==> src/rtl/mod_addsub_pipe.sv <==
// Pipelined multi-lane modular adder/subtractor: (a +/- b) mod q on LANES lanes per beat,
// valid/ready on both sides, depth STAGES (1 or 2).
`timescale 1ns/1ps
module mod_addsub_pipe #(
   parameter int unsigned DATA_WIDTH = 32,
   parameter int unsigned LANES      = 8,
   parameter int unsigned STAGES     = 2
) (
   input  logic                        clk_i,
   input  logic                        rst_i,
   input  logic                        valid_i,
   output logic                        ready_o,
   input  logic                        mode_i,
   input  logic [DATA_WIDTH-1:0]       q_i,
   input  logic [LANES*DATA_WIDTH-1:0] op0_i,
   input  logic [LANES*DATA_WIDTH-1:0] op1_i,
   output logic                        valid_o,
   input  logic                        ready_i,
   output logic [LANES*DATA_WIDTH-1:0] res_o,
   output logic                        busy_o
);

   localparam int unsigned DW  = DATA_WIDTH;
   localparam int unsigned RW  = DW + 1;
   localparam int unsigned BW  = LANES * DW;
   localparam int unsigned RBW = LANES * RW;

   // Raw sum (carry kept) or two's-complement difference with sign in the top bit.
   function automatic logic [RW-1:0] raw_f(input logic [DW-1:0] a, input logic [DW-1:0] b,
                                           input logic m);
      if (m) return {1'b0, a} - {1'b0, b};
      return {1'b0, a} + {1'b0, b};
   endfunction

   // Final correction: s - q when s >= q for add; d + q when d < 0 for subtract.
   function automatic logic [DW-1:0] fix_f(input logic [RW-1:0] r, input logic [DW-1:0] q,
                                           input logic m);
      if (m) return r[RW-1] ? (r[DW-1:0] + q) : r[DW-1:0];
      return (r < {1'b0, q}) ? r[DW-1:0] : (r[DW-1:0] - q);
   endfunction

   logic [RBW-1:0] raw_c;

   always_comb begin
      raw_c = '0;
      for (int unsigned k = 0; k < LANES; k++)
         raw_c[k*RW +: RW] = raw_f(op0_i[k*DW +: DW], op1_i[k*DW +: DW], mode_i);
   end

   if (STAGES == 1) begin : g_one
      logic          v_q, v_d;
      logic [BW-1:0] res_q, res_d;

      assign ready_o = !v_q || ready_i;

      always_comb begin
         v_d   = v_q;
         res_d = res_q;
         if (ready_o) v_d = valid_i;
         if (ready_o && valid_i) begin
            for (int unsigned k = 0; k < LANES; k++)
               res_d[k*DW +: DW] = fix_f(raw_c[k*RW +: RW], q_i, mode_i);
         end
      end

      always_ff @(posedge clk_i or posedge rst_i) begin
         if (rst_i) begin
            v_q   <= 1'b0;
            res_q <= '0;
         end else begin
            v_q   <= v_d;
            res_q <= res_d;
         end
      end

      assign valid_o = v_q;
      assign res_o   = res_q;
      assign busy_o  = v_q;
   end else if (STAGES == 2) begin : g_two
      logic           v1_q, v1_d, m1_q, m1_d, v2_q, v2_d;
      logic [RBW-1:0] raw1_q, raw1_d;
      logic [DW-1:0]  q1_q, q1_d;
      logic [BW-1:0]  res2_q, res2_d;
      logic           adv2_c;

      assign adv2_c  = !v2_q || ready_i;
      assign ready_o = !v1_q || adv2_c;

      // Stage 1 captures raw s/d with its own q and mode; stage 2 applies the correction.
      always_comb begin
         v1_d   = v1_q;
         raw1_d = raw1_q;
         q1_d   = q1_q;
         m1_d   = m1_q;
         v2_d   = v2_q;
         res2_d = res2_q;
         if (ready_o) begin
            v1_d = valid_i;
            if (valid_i) begin
               raw1_d = raw_c;
               q1_d   = q_i;
               m1_d   = mode_i;
            end
         end
         if (adv2_c) begin
            v2_d = v1_q;
            if (v1_q) begin
               for (int unsigned k = 0; k < LANES; k++)
                  res2_d[k*DW +: DW] = fix_f(raw1_q[k*RW +: RW], q1_q, m1_q);
            end
         end
      end

      always_ff @(posedge clk_i or posedge rst_i) begin
         if (rst_i) begin
            v1_q   <= 1'b0;
            raw1_q <= '0;
            q1_q   <= '0;
            m1_q   <= 1'b0;
            v2_q   <= 1'b0;
            res2_q <= '0;
         end else begin
            v1_q   <= v1_d;
            raw1_q <= raw1_d;
            q1_q   <= q1_d;
            m1_q   <= m1_d;
            v2_q   <= v2_d;
            res2_q <= res2_d;
         end
      end

      assign valid_o = v2_q;
      assign res_o   = res2_q;
      assign busy_o  = v1_q || v2_q;
   end else begin : g_bad
      $error("mod_addsub_pipe: STAGES must be 1 or 2");
      assign ready_o = 1'b0;
      assign valid_o = 1'b0;
      assign res_o   = '0;
      assign busy_o  = 1'b0;
   end

endmodule

==> config.mk <==
export PLATFORM = sky130hd
export DESIGN_NAME = mod_addsub_pipe
export DESIGN_NICKNAME = d
export VERILOG_FILES = /design/src/rtl/mod_addsub_pipe.sv
export SDC_FILE = /design/constraint.sdc
export NUM_CORES = 2
export LEC_CHECK = 0
export BUFFER_PORTS_ARGS = -buffer_cell sky130_fd_sc_hd__buf_2
export CAP_MARGIN = 30
export CORE_AREA = 2 2 316 552
export CTS_CLUSTER_DIAMETER = 100
export DETAILED_ROUTE_END_ITERATION = 8
export DIE_AREA = 0 0 318 554
export HOLD_SLACK_MARGIN = 0.08
export PLACE_DENSITY = 0.58
export SKIP_LAST_GASP = 1
export SYNTH_ARGS = -nofsm -noshare
export SYNTH_HDL_FRONTEND = slang
export SYNTH_SLANG_ARGS = --single-unit
export TNS_END_PERCENT = 50
==> constraint.sdc <==
create_clock -name clk_i -period 26.8 [get_ports clk_i]
set_input_delay 5.36 -clock clk_i [delete_from_list [all_inputs] [get_ports clk_i]]
set_output_delay 5.36 -clock clk_i [all_outputs]
set_load 0.05 [all_outputs]
==> out/results.tsv <==
stage	metric	value	unit
status	run_status	finished, final reports clean	
pwr	switchingPower	4460	uW
worst_hold_path	hold_path_class	reg2reg	
logic_synthesis	yosysUniqueCellTypes	111	
pwr	seqPwrFrac	19.8	%
cts	cts_hold_buffers	0	
timing	max_clock_freq	88.1	MHz
route	vias_per_cell	6.13	
cts	cts_setup_buffers	0	
timing	slew_violations	0	
global_route	grt_overflow	0	
cts	numCtsBuffers	66	
pwr	leakage	0.0343	uW
place	post_dp_cell_area	0.0742	sq mm
global_route	grt_pass1_wl	468	mm
floorplan	die_height	554	um
pwr	powerDensity	104	mW/mm^2
logic_synthesis	netlist_area	0.0682	sq mm
logic_synthesis	ys_warn_count	0	
logic_synthesis	async_flop_share	100	%
pwr	vdd_ir_drop_max	44.6	uV
timing	report.final.setup_viol	0	
timing	finalCritPeriodShare	42.4	%
cts	cts-root-buf	clkbuf_16	
pwr	p_comb_share	67.5	%
timing	worst_slew_pin_slew	1.11	ns
logic_synthesis	synth-edff-count	0	
logic_synthesis	synth_area_per_cell	7.56	sq um
pwr	intPower	3480	uW
route	antenna_left	0	
global_route	antenna_found_initial	43	
timing	rsz0062_at_grt	no	
place	dp_hpwl	252	mm
global_route	grt_pass1_vias	71100	
cts	cts_tree	done	
cells_and_area	final_cells	11900	
critical_path	cp_max_fo	4	
cells_and_area	layout_common_cells	a21oi_1 (899), nand2_1 (891), buf_2 (806)	
cts	clk_pin_slew	0.06	ns
route	drt-total-wl	322	mm
route	dr_wl_met3	23.0	mm
route	drcViolationCount	0	
logic_synthesis	syn-instance-count	9019	
cells_and_area	nets	10900	
route	dr.max_layer_used	met5	
place	gp_congestion	0.984	
place	placed_cells	11700	
floorplan	die_area	0.176	sq mm
cts	clock_latency	0.68	ns
route	vias	72800	
floorplan	die_w	318	um
timing	finClkSkew	0.0260	ns
cells_and_area	fin_area	0.0767	sq mm
floorplan	io_pins	808	
cts	cts_sinks	555	
critical_path	critical_path_class	in2out	
route	wl_per_cell	27.1	um
cells_and_area	layout_commonest_cell	a21oi_1	
timing	timing.final.hold_violations	0	
pwr	p_clk_share	12.7	%
timing	fin_tns_setup	0	ns
route	wl_met2	153	mm
floorplan	num_rows	201	
global_route	grt_use_total	35.3	%
critical_path	cp.arrival	5.99	ns
place	portBuffers	807	
critical_path	cp.required	21.44	ns
cells_and_area	drive_above_1_share	12.8	%
global_route	grt_max_degree	174	
job	drv_cap	0	
critical_path	critPathLaunchType	primary input	
route	drt_iter0_drc	5583	
route	firstDrtPassIters	5	
logic_synthesis	yosysSeqAreaShare	20.4	%
cts	cts_resized	0	
timing	relSlewSlack	25.9	%
cells_and_area	fillers	17600	
cts	htreeDepth	3	
timing	fin_crit	11.35	ns
logic_synthesis	syn_nets	10400	
pwr	netSwitchingFraction	56.2	%
logic_synthesis	synth-seq-cells	555	
route	wl_met1	121	mm
cts	clk_path_buf_depth	3	
floorplan	start_util	39.8	%
logic_synthesis	synth_flop_cell	dfrtp_1	
critical_path	endpoint_kind	output pin	
cells_and_area	areaGrowthSynthToFinish	12.5	%
floorplan	core_area	0.171	sq mm
## cell usage after synthesis (53+ instances only)
cell	number	area share [%]
and2_1	58	0.53
a21o_1	227	2.5
xor2_1	162	2.1
inv_1	415	2.3
o211ai_1	76	0.84
o22ai_1	57	0.52
o31ai_1	118	1.3
o21ai_0	798	5.9
a21oi_1	901	6.6
a211oi_1	113	1.2
xnor2_1	493	6.3
or3_1	67	0.62
dfrtp_1	555	20
nor2_1	808	4.5
nor2b_1	102	0.94
nand2b_1	132	1.2
a31oi_1	131	1.2
and3_1	66	0.61
o21a_1	91	1.0
o21bai_1	125	1.4
mux2i_1	53	0.78
ha_1	768	14
nand2_1	894	4.9
nand3_1	125	0.92
a221oi_1	54	0.69
nor3_1	237	1.7
clkbuf_1	361	2.0
nor4_1	86	0.79
## metal layers
layer	track usage (%)	vias up
li1	-	34000
met1	39.4	35000
met2	60.0	2992
met3	6.89	834
met4	24.9	26
met5	0	-
## critical path: stages
cell and delay, ns:
buf_2 0.10, nand3b_1 0.24, buf_2 0.28
## power groups by stage
stage               Combinational (uW)  Clock (uW)  Sequential (uW)
floorplan                         3070           0             2030
global placement                  5210           0             1570
detailed placement                5250           0             1570
CTS                               5280        1030             1560
global route                      5750        1050             1600
finish                            5360        1010             1570
## cell families (layout without fill, tap and decap cells)
kind of cell / after synthesis / in the layout / synth area share (%)
other: 0 / 21 / 0
buffers and inverters: 884 / 1482 / 5.22
AO/OA/AOI/OAI: 3251 / 3251 / 30.7
adder cells (fa/ha/maj): 792 / 792 / 14.8
multiplexers: 89 / 89 / 1.37
flip-flops: 555 / 555 / 20.4
XOR/XNOR: 655 / 655 / 8.42
AND/OR/NAND/NOR: 2793 / 2793 / 19.1
## path summary, 6_finish.rpt
| check | from | endpoint | slack (ns) | depth (start not counted) |
|---|---|---|---|---|
| max | ready_i | ready_o | 15.45 | 3 |
| min | res_o[101]$_DFFE_PP0P_ | res_o[101]$_DFFE_PP0P_ | 0.48 | 2 |
| max reg2reg | g_two.q1_q[8]$_DFFE_PP0P_ | res_o[97]$_DFFE_PP0P_ | 21.22 | 15 |
| min reg2reg | res_o[101]$_DFFE_PP0P_ | res_o[101]$_DFFE_PP0P_ | 0.48 | 2 |
| max in group asynchronous | rst_i | g_two.m1_q$_DFFE_PP0P_ | 19.32 | 5 |
| min in group asynchronous | rst_i | g_two.raw1_q[91]$_DFFE_PP0P_ | 4.71 | 2 |
## flip-flops by register name (all words and copies together), names as in the netlist
register	flops
res_o	256
g_two.raw1_q	264
g_two.q1_q	32
valid_o	1
g_two.m1_q	1
g_two.v1_q	1
## layout make-up
cell class | instances | area (sq um) | share of cell area, %
Inverter | 421 | 1590 | 2.07
Clock inverter | 27 | 383 | 0.499
Sequential cell | 555 | 13900 | 18.1
Multi-Input combinational cell | 7580 | 50800 | 66.2
Clock buffer | 89 | 1930 | 2.52
Timing Repair Buffer | 945 | 5260 | 6.86
Tap cell | 2233 | 2790 | 3.64
Antenna cell | 21 | 52.6 | 0.0685
## through the flow
step,utilization [%],setup WS [ns],total power [uW],hold WS [ns]
global placement,43.2,15.45,6790,0.460
global route,44.7,15.37,8400,0.497
finish,44.8,15.45,7940,0.476
floorplan,-,5.92,5100,0.478
detailed placement,43.3,15.44,6830,0.455
CTS,44.7,15.44,7870,0.475
Power figures use the tool's default switching activity.
